`src/rtl/jtgng_romload_pkg.sv`:
```
// Shared types for the ROM download sequencer: FSM states and the packed
// SDRAM word that travels through the FIFO.
package jtgng_romload_pkg;

  typedef enum logic [2:0] {
    IDLE,
    LOAD,
    FLUSH,
    DRAIN,
    HOLD
  } state_t;

  // Widest word address the 25-bit byte address can produce; ports truncate to AW.
  localparam int WADDR_W = 24;

  typedef struct packed {
    logic [WADDR_W-1:0] addr;
    logic [15:0]        data;
    logic [1:0]         be;
  } word_t;

endpackage

```
`src/rtl/jtgng_romload_fifo.sv`:
```
// Small synchronous FIFO of SDRAM words. A push while full is ignored; the
// caller watches full to flag the loss.
module jtgng_romload_fifo
  import jtgng_romload_pkg::*;
#(
  parameter int DEPTH = 4
) (
  input  logic                   clk,
  input  logic                   rst,
  input  logic                   push,
  input  word_t                  push_word,
  input  logic                   pop,
  output word_t                  pop_word,
  output logic                   full,
  output logic                   empty,
  output logic [$clog2(DEPTH):0] count
);
  localparam int PW = $clog2(DEPTH);

  word_t         mem [DEPTH];
  logic [PW-1:0] wr_ptr_reg;
  logic [PW-1:0] rd_ptr_reg;
  logic [PW:0]   count_reg;
  logic          wr_en;
  logic          rd_en;

  assign full     = (count_reg == (PW+1)'(DEPTH));
  assign empty    = (count_reg == '0);
  assign count    = count_reg;
  assign wr_en    = push && !full;
  assign rd_en    = pop && !empty;
  assign pop_word = mem[rd_ptr_reg];

  always_ff @(posedge clk) begin
    if (wr_en) mem[wr_ptr_reg] <= push_word;
  end

  always_ff @(posedge clk) begin
    if (rst) begin
      wr_ptr_reg <= '0;
      rd_ptr_reg <= '0;
      count_reg  <= '0;
    end else begin
      if (wr_en) wr_ptr_reg <= wr_ptr_reg + PW'(1);
      if (rd_en) rd_ptr_reg <= rd_ptr_reg + PW'(1);
      if (wr_en && !rd_en)      count_reg <= count_reg + (PW+1)'(1);
      else if (!wr_en && rd_en) count_reg <= count_reg - (PW+1)'(1);
    end
  end

endmodule

```
`src/rtl/jtgng_romload_ctrl.sv`:
```
// ROM download sequencer: packs hps_io byte strobes into 16-bit SDRAM writes,
// holds the game core in reset until the last write lands plus a guard time.
module jtgng_romload_ctrl
  import jtgng_romload_pkg::*;
#(
  parameter int          AW         = 22,
  parameter int          FIFO_DEPTH = 4,
  parameter int          POST_RST   = 16,
  parameter logic [31:0] SIG        = 32'h10830080
) (
  input  logic          clk,
  input  logic          rst,
  input  logic          ioctl_download,
  input  logic          ioctl_wr,
  input  logic [24:0]   ioctl_addr,
  input  logic [7:0]    ioctl_dout,
  output logic          sdram_req,
  input  logic          sdram_ack,
  output logic [AW-1:0] sdram_addr,
  output logic [15:0]   sdram_data,
  output logic [1:0]    sdram_be,
  output logic          game_rst,
  output logic          inv_ena,
  output logic          overflow
);
  localparam int CW = $clog2(POST_RST + 1);
  localparam int NW = $clog2(FIFO_DEPTH) + 1;

  state_t               state_reg;
  logic                 dl_reg;
  logic                 latch_valid_reg;
  logic [WADDR_W-1:0]   latch_addr_reg;
  logic [7:0]           latch_byte_reg;
  logic                 skid_valid_reg;
  word_t                skid_reg;
  logic [3:0]           flag_reg;
  logic [CW-1:0]        hold_cnt_reg;

  logic                 dl_rise, dl_fall, byte_wr, odd, sig_hit;
  logic [WADDR_W-1:0]   waddr;
  logic [7:0]           sig_byte [4];
  word_t                partial_word;
  logic [2:0]           cand_v;
  word_t                cand_w [3];
  logic                 fifo_push, fifo_full, fifo_empty, skid_next_v, cand_drop, done;
  word_t                fifo_in, fifo_out, skid_next_w;
  logic [NW-1:0]        fifo_count;
  logic                 unused_bits;

  genvar gi;
  generate
    for (gi = 0; gi < 4; gi++) begin : g_sig
      assign sig_byte[gi] = SIG[31-8*gi -: 8];
    end
  endgenerate

  assign dl_rise      = ioctl_download && !dl_reg;
  assign dl_fall      = !ioctl_download && dl_reg;
  assign byte_wr      = ioctl_wr && ioctl_download;
  assign odd          = ioctl_addr[0];
  assign waddr        = WADDR_W'(ioctl_addr[AW:1]);
  assign sig_hit      = (ioctl_dout == sig_byte[ioctl_addr[1:0]]);
  assign partial_word = '{addr: latch_addr_reg, data: {8'h00, latch_byte_reg}, be: 2'b01};
  assign done         = fifo_empty && !skid_valid_reg && !sdram_req;
  assign unused_bits  = ^{ioctl_addr[24:AW+1], fifo_count, fifo_out.addr[WADDR_W-1:AW]};

  // Up to three words may want the FIFO in one cycle, oldest first: skid, then this strobe's pair.
  always_comb begin
    cand_v    = 3'b000;
    cand_w[0] = skid_reg;
    cand_w[1] = partial_word;
    cand_w[2] = partial_word;
    cand_v[0] = skid_valid_reg;
    if (byte_wr) begin
      if (!odd) begin
        cand_v[1] = latch_valid_reg;
      end else if (latch_valid_reg && latch_addr_reg == waddr) begin
        cand_v[1] = 1'b1;
        cand_w[1] = '{addr: waddr, data: {ioctl_dout, latch_byte_reg}, be: 2'b11};
      end else begin
        cand_v[1] = latch_valid_reg;
        cand_v[2] = 1'b1;
        cand_w[2] = '{addr: waddr, data: {ioctl_dout, 8'h00}, be: 2'b10};
      end
    end else if (state_reg == FLUSH) begin
      cand_v[1] = latch_valid_reg;
    end
  end

  always_comb begin
    fifo_push   = 1'b0;
    fifo_in     = cand_w[0];
    skid_next_v = 1'b0;
    skid_next_w = skid_reg;
    cand_drop   = 1'b0;
    for (int i = 0; i < 3; i++) begin
      if (cand_v[i]) begin
        if (!fifo_push) begin
          fifo_push = 1'b1;
          fifo_in   = cand_w[i];
        end else if (!skid_next_v) begin
          skid_next_v = 1'b1;
          skid_next_w = cand_w[i];
        end else begin
          cand_drop = 1'b1;
        end
      end
    end
  end

  jtgng_romload_fifo #(.DEPTH(FIFO_DEPTH)) u_fifo (
    .clk       (clk),
    .rst       (rst),
    .push      (fifo_push),
    .push_word (fifo_in),
    .pop       (!sdram_req),
    .pop_word  (fifo_out),
    .full      (fifo_full),
    .empty     (fifo_empty),
    .count     (fifo_count)
  );

  always_ff @(posedge clk) begin
    if (rst) begin
      state_reg       <= IDLE;
      dl_reg          <= 1'b0;
      latch_valid_reg <= 1'b0;
      latch_addr_reg  <= '0;
      latch_byte_reg  <= '0;
      skid_valid_reg  <= 1'b0;
      skid_reg        <= '0;
      flag_reg        <= '0;
      hold_cnt_reg    <= '0;
      sdram_req       <= 1'b0;
      sdram_addr      <= '0;
      sdram_data      <= '0;
      sdram_be        <= '0;
      game_rst        <= 1'b1;
      inv_ena         <= 1'b0;
      overflow        <= 1'b0;
    end else begin
      dl_reg         <= ioctl_download;
      skid_valid_reg <= skid_next_v;
      skid_reg       <= skid_next_w;

      if (byte_wr) begin
        latch_valid_reg <= !odd;
        if (!odd) begin
          latch_addr_reg <= waddr;
          latch_byte_reg <= ioctl_dout;
        end
      end else if (state_reg == FLUSH) begin
        latch_valid_reg <= 1'b0;
      end

      if (dl_rise) overflow <= 1'b0;
      else if (cand_drop || (fifo_push && fifo_full)) overflow <= 1'b1;

      if (dl_rise) begin
        flag_reg <= '0;
        inv_ena  <= 1'b0;
      end else begin
        if (byte_wr && ioctl_addr[AW:2] == '0) flag_reg[ioctl_addr[1:0]] <= sig_hit;
        inv_ena <= &flag_reg;
      end

      if (sdram_req) begin
        if (sdram_ack) sdram_req <= 1'b0;
      end else if (!fifo_empty) begin
        sdram_req  <= 1'b1;
        sdram_addr <= fifo_out.addr[AW-1:0];
        sdram_data <= fifo_out.data;
        sdram_be   <= fifo_out.be;
      end

      // Guard time is measured from the last ack, so an early final ack is not padded twice.
      if (dl_rise || (sdram_req && sdram_ack)) hold_cnt_reg <= '0;
      else if (hold_cnt_reg != CW'(POST_RST)) hold_cnt_reg <= hold_cnt_reg + CW'(1);

      if (dl_rise) begin
        state_reg <= LOAD;
        game_rst  <= 1'b1;
      end else begin
        case (state_reg)
          IDLE:  game_rst <= 1'b0;
          LOAD:  if (dl_fall) state_reg <= FLUSH;
          FLUSH: state_reg <= DRAIN;
          DRAIN: if (done) state_reg <= HOLD;
          HOLD: begin
            if (hold_cnt_reg >= CW'(POST_RST - 1)) begin
              state_reg <= IDLE;
              game_rst  <= 1'b0;
            end
          end
          default: state_reg <= IDLE;
        endcase
      end
    end
  end

endmodule

```
`config.mk`:
```
export PLATFORM = sky130hd
export DESIGN_NAME = jtgng_romload_ctrl
export DESIGN_NICKNAME = d
export VERILOG_FILES = /design/src/rtl/jtgng_romload_pkg.sv /design/src/rtl/jtgng_romload_fifo.sv /design/src/rtl/jtgng_romload_ctrl.sv
export SDC_FILE = /design/constraint.sdc
export NUM_CORES = 1
export LEC_CHECK = 0
export CAP_MARGIN = 20
export CELL_PAD_IN_SITES_DETAIL_PLACEMENT = 1
export CELL_PAD_IN_SITES_GLOBAL_PLACEMENT = 1
export CORE_MARGIN = 2
export CORE_UTILIZATION = 44
export DETAILED_ROUTE_END_ITERATION = 10
export PLACE_DENSITY_LB_ADDON = 0.25
export SETUP_SLACK_MARGIN = 0.5
export SYNTH_ARGS = -nofsm -noshare
export SYNTH_HDL_FRONTEND = slang
export SYNTH_HIERARCHICAL = 1
export SYNTH_SLANG_ARGS = --single-unit
```
`constraint.sdc`:
```
create_clock -name clk -period 3.42 [get_ports clk]
set_clock_uncertainty 0.2 [all_clocks]
set_input_delay 0.684 -clock clk [delete_from_list [all_inputs] [get_ports clk]]
set_output_delay 0.684 -clock clk [all_outputs]
set_load 0.02 [all_outputs]
```
### After elaboration in Yosys (flattened, before gate mapping)

Memory sizes are Yosys's and may differ from the RTL's. A register that Yosys moved wholly into a read port is not among the register bits.
Index checks and enable logic that the tools add are counted.

| word-level totals | value |
|---|---|
| bits in writable memories | 168 |
| memories kept | 1 |
| register bits after elaboration | 98 |

| cells by class | value |
|---|---|
| magnitude comparators | 4 |
| bitwise gates (word level) | 5 |
| multiplexer cells | 52 |
| reductions and logical operators | 39 |
| eq/ne operators | 15 |
| add/sub/neg operators | 5 |

Memory list:

| name | words | bits a word | read ports | clocked after memory_dff | write ports | line | text |
|---|---|---|---|---|---|---|---|
| u_fifo.mem | 4 | 42 | 1 | 1 | 1 | jtgng_romload_fifo.sv:20 | `word_t mem [DEPTH];` |

Operator list:

| operator | count |
|---|---|
| $mux 42 | 9 |
| $mux 82 | 2 |
| $mux 40 | 2 |
| $mux 1 | 27 |
| $eq 22x22->1 | 1 |
| $logic_not 21->1 | 1 |
| $bmux 8 s2 | 1 |
| $mux 8 | 2 |
| $mux 3 | 5 |
| $pmux 3 s5 | 1 |
| $logic_and 1x1->1 | 14 |
| $reduce_and 4->1 | 3 |
| $logic_not 1->1 | 9 |
| $ne 3x3->1 const B | 3 |
| $eq 8x8->1 | 1 |
| $ne 2x2->1 const B | 4 |
| $eq 3x2->1 const B | 2 |
| $eq 3x3->1 const B | 2 |
| $logic_not 3->1 | 2 |
| $reduce_and 2->1 | 3 |
| $reduce_bool 2->1 | 3 |
| $add 5x1->5 const B | 1 |
| $ge 5x4->1 const B | 1 |
| $ne 5x5->1 const B | 1 |
| other kinds (14) | 20 |

### Logic depth before layout (Yosys ltp)

| depth | value |
|---|---|
| word-level depth | 12 |
| mapped depth | 14 |
| gate-level depth less buffers | 13 |

### Cells and area by module

Netlist, hierarchy kept.

Modules (own cells, without submodules):

| module | cells each | seq. area each (um^2) | area each (um^2) | instances |
|---|---|---|---|---|
| jtgng_romload_fifo | 268 | 5225.0 | 6581.3 | 1 |
| jtgng_romload_ctrl | 761 | 2622.5 | 6113.4 | 1 |

### Least setup slack after synthesis

Ideal clock, no wire load.

| timing path | value |
|---|---|
| path kind | input port to flip-flop |
| start | input ioctl_addr[1] |
| end | memory u_fifo/mem[2][0] in the netlist's numbering, enable pin |
| arrival | 2794 ps |
| setup slack | 22 ps |
| data required time | 2817 ps |
| cell stages on the path | 9 |
| cell sequence | buf_2 -> xnor2_1 -> nand4_1 -> nor4_4 -> a21oi_2 -> or3_1 -> inv_1 -> nor2_1 -> and2_1 |

| between the ends | value |
|---|---|
| word-level cells in the longest chain between the ends | 10 |
| elaborated cells between the ends (all ways) | 13 |

Ends and longest elaborated chain:

| element | line | text |
|---|---|---|
| start, declared | jtgng_romload_ctrl.sv:15 | `input logic [24:0] ioctl_addr,` |
| $eq 22x22->1 (*) | jtgng_romload_ctrl.sv:77 | `end else if (latch_valid_reg && latch_addr_reg == waddr) begin` |
| $logic_and 1x1->1 (*) | jtgng_romload_ctrl.sv:77 |  |
| $mux 1 | jtgng_romload_ctrl.sv:77 |  |
| $mux 1 | jtgng_romload_ctrl.sv:75 | `if (!odd) begin` |
| $mux 1 | jtgng_romload_ctrl.sv:74 | `if (byte_wr) begin` |
| $mux 1 | jtgng_romload_ctrl.sv:97 | `if (cand_v[i]) begin` |
| $mux 1 (*) | jtgng_romload_ctrl.sv:97 |  |
| via fifo_push | jtgng_romload_ctrl.sv:45 | `logic fifo_push, fifo_full, fifo_empty, skid_next_v, cand_drop, done;` |
| $logic_and 1x1->1 (*) | jtgng_romload_fifo.sv:30 | `assign wr_en = push && !full;` |
| via u_fifo.wr_en | jtgng_romload_fifo.sv:24 | `logic wr_en;` |
| $mux 1 (*) | jtgng_romload_fifo.sv:35 | `if (wr_en) mem[wr_ptr_reg] <= push_word;` |
| $mux 1 (implied by the code) (*) | jtgng_romload_fifo.sv:35 |  |
| end, declared | jtgng_romload_fifo.sv:20 |  |

The timed path passes the listed nets; every way through them passes the cells marked *.

### Final worst setup path

| timing path | value |
|---|---|
| start | input ioctl_addr[15] |
| end | register skid_reg, in the netlist cand_w[121] |

| between the ends | value |
|---|---|
| word-level cells in the longest chain between the ends | 10 |
| elaborated cells between the ends (all ways) | 19 |

Ends and longest elaborated chain:

| element | line | text |
|---|---|---|
| $eq 22x22->1 (*) | jtgng_romload_ctrl.sv:77 |  |
| $logic_and 1x1->1 (*) | jtgng_romload_ctrl.sv:77 |  |
| $mux 40 | jtgng_romload_ctrl.sv:77 |  |
| $mux 82 | jtgng_romload_ctrl.sv:75 |  |
| $mux 82 | jtgng_romload_ctrl.sv:74 |  |
| $mux 42 | jtgng_romload_ctrl.sv:98 | `if (!fifo_push) begin` |
| $mux 42 | jtgng_romload_ctrl.sv:97 |  |
| $mux 42 | jtgng_romload_ctrl.sv:101 | `end else if (!skid_next_v) begin` |
| $mux 42 | jtgng_romload_ctrl.sv:98 |  |
| $mux 42 (*) | jtgng_romload_ctrl.sv:97 |  |
| end signal, assigned | jtgng_romload_ctrl.sv:144 | `skid_reg <= skid_next_w;` |
| end, declared | jtgng_romload_ctrl.sv:35 | `word_t skid_reg;` |

Every way passes the cells marked *; elsewhere a longest branch is shown, timed or not.
A chain may end at the register's enable or synchronous reset.

==> metrics.md <==
| Metric | Value |
|---|---|
| Status | completed |
| Fin util | 55.5% |
| Num ports | 82 |
| Fin. Hold Viols | 0 |
| Worst Setup End Kind | register |
| Worst Setup SP | ioctl_addr[15] |
| Worst slew pin tran | 0.903 ns |
| Via count | 8450 |
| Vias in the first global route | 8826 |
| Startpoint Class | input pin |
| Period minus WS final | 2.98 ns |
| Synthesis Warnings | 6 |
| Leakage | 5.56 nW |
| Post-detailed-route count of antenna-violating nets | 0 |
| Layout cells sized above 1 | 21.2% |
| Period utilisation layout | 87.2% |
| Count of final setup violators | 0 |
| Pin count of the biggest net entering global routing | 49 |
| Met1 Resource Use GR | 29.6% |
| Hold-fix buffer count after cts | 0 |
| # diodes | 0 |
| DR WL/cell | 20.5 µm |
| Critical path peak fanout | 7 |
| DIE AREA | 29400 µm² |
| Hold Path Class | reg2reg |
| Drc violations | 0 |
| Placer congestion estimate | 0.822 |
| VDD IR-drop max | 0.389 mV |
| Max_cap viols | 0 |
| Worst skew pair latency | 0.57 ns |
| Register-to-register setup slack | 0.46 ns |
| PD cells | 621 nW/µm² |
| Core ar. | 27700 µm² |
| WS Path Type | in2reg |
| Synthesized area per cell | 12.2 µm² |
| IO Port Bufs | 79 |
| Total GRT Usage | 21.9% |
| Met3 usage | 2.65% |
| Worst reg2reg path endpoint | cand_w[121] |
| Setup_tns | 0 ns |
| First drt pass iteration count | 5 |
| Max-slew headroom | 39.2% |
| Die width | 171 µm |
| Overflow after GRT | 0 |
| Synth Instances | 1013 |
| Fmax | 0.335 GHz |
| DR iter-0 viols | 508 |
| H-tree depth | 1 |
| Initial antenna violation count | 0 |
| CTS Buf Count | 31 |
| DRT Wirelength | 32.1 mm |
| DP HPWL | 21.1 mm |
| Worst path arrival time | 3.24 ns |
| Root Driver | clkbuf_16 |
| RSZ-0062 raised after global routing | yes |
| Mapped Nets | 1062 |
| Mapped cell area | 12300 µm² |
| CTS tree | yes |
| Biggest register | u_fifo/mem |
| Worst-path clk slew | 0.06 ns |
| Worst Setup EP | cand_w[121] |
| Met2 Use GR | 38.0% |
| Required time worst endpoint | 3.68 ns |
| Clock Tree Buf Depth | 3 |
| Fin nets | 1214 |
| Synth-to-layout area growth | 24.7% |
| Slew Limit Fails | 0 |
| Die Height | 171 µm |
| R2R cell count | 12 |
| Grt peak-use layer | met2 |
| Cell row count | 61 |
| Initial Util | 44.5% |
| Max reg flops | 160 |
| First-pass GRT wire length | 49.5 mm |
| RR Startpoint | latch_addr_reg[12] |
| Vias per cell | 5.39 |
| Clock Sinks | 298 |
## through the flow
step | setup WS [ns] | hold slack (ns) | power (W) | std cells | cell area [µm²]
after global placement | -0.420 | 0.243 | 0.00638 | 1498 | 14100
after floorplan | 0.358 | 0.224 | 0.00563 | 1013 | 12400
final | 0.437 | 0.251 | 0.00954 | 1568 | 15400
after global routing | 0.401 | 0.270 | 0.00998 | 1568 | 15400
after detailed placement | -0.519 | 0.247 | 0.00645 | 1498 | 14100
after CTS | 0.380 | 0.256 | 0.00965 | 1563 | 15200
## where the power goes
part,internal (W),total (W),switching [W]
combinational,0.000970,0.00216,0.00119
sequential,0.00404,0.00421,0.000174
clock,0.00175,0.00317,0.00142
total,0.00676,0.00954,0.00278
## layout by cell type, fill, tap and decap left out, types with 13 or more instances in the layout
cell type / count
dlygate4sd2_1: 15
nor2_1: 67
mux2i_1: 37
nand2_1: 214
a21oi_1: 86
o221a_1: 20
mux4_2: 38
inv_1: 19
buf_4: 84
o21ai_0: 26
clkbuf_16: 34
buf_12: 13
clkdlybuf4s50_1: 56
dfxtp_1: 126
edfxtp_1: 160
## worst min-delay path by stage
stage | from | endpoint | cells after the start
after floorplan | flag_reg[0] | inv_ena | 2
after global placement | sdram_addr[11] | sdram_addr[11] | 2
after detailed placement | game_rst | game_rst | 1
after CTS | sdram_data[0] | sdram_data[0] | 2
after global routing | sdram_addr[10] | sdram_addr[10] | 2
final | sdram_addr[11] | sdram_addr[11] | 2
## what timing repair did
action                                 CTS  global route
cloned                                   0             3
setup endpoints to repair              187            46
buffers inserted                         7             2
gates resized for setup                 41            31
endpoints found under the hold margin    0             0
pin swaps                               23            13
## layout make-up
class,count,area (µm²)
inverters,21,81.3
multi-input cells,630,4500
fillers,2809,12300
repair buffers,183,1790
clock buffers,36,795
well taps,378,473
flip-flops and latches,298,7580
clock inverters,22,161
## routing by layer
layer | share of wire [%] | up-vias | routed length [µm]
li1 | - | 3948 | -
met1 | 45 | 4303 | 14600
met2 | 50 | 166 | 15900
met3 | 3.5 | 33 | 1130
met4 | 1.5 | 0 | 468
met5 | 0 | - | 0
## critical path, cell delays in order
cell and delay (ns):
clkdlybuf4s15_1 0.25, xnor2_2 0.20, nand4_1 0.16, nor4_4 0.37
a21oi_2 0.11, buf_4 0.15, buf_6 0.11, buf_6 0.10
buf_6 0.10, buf_6 0.11, maj3_4 0.44, clkbuf_16 0.21
o221a_1 0.25
Note: power is estimated with default switching activity, not from simulation.
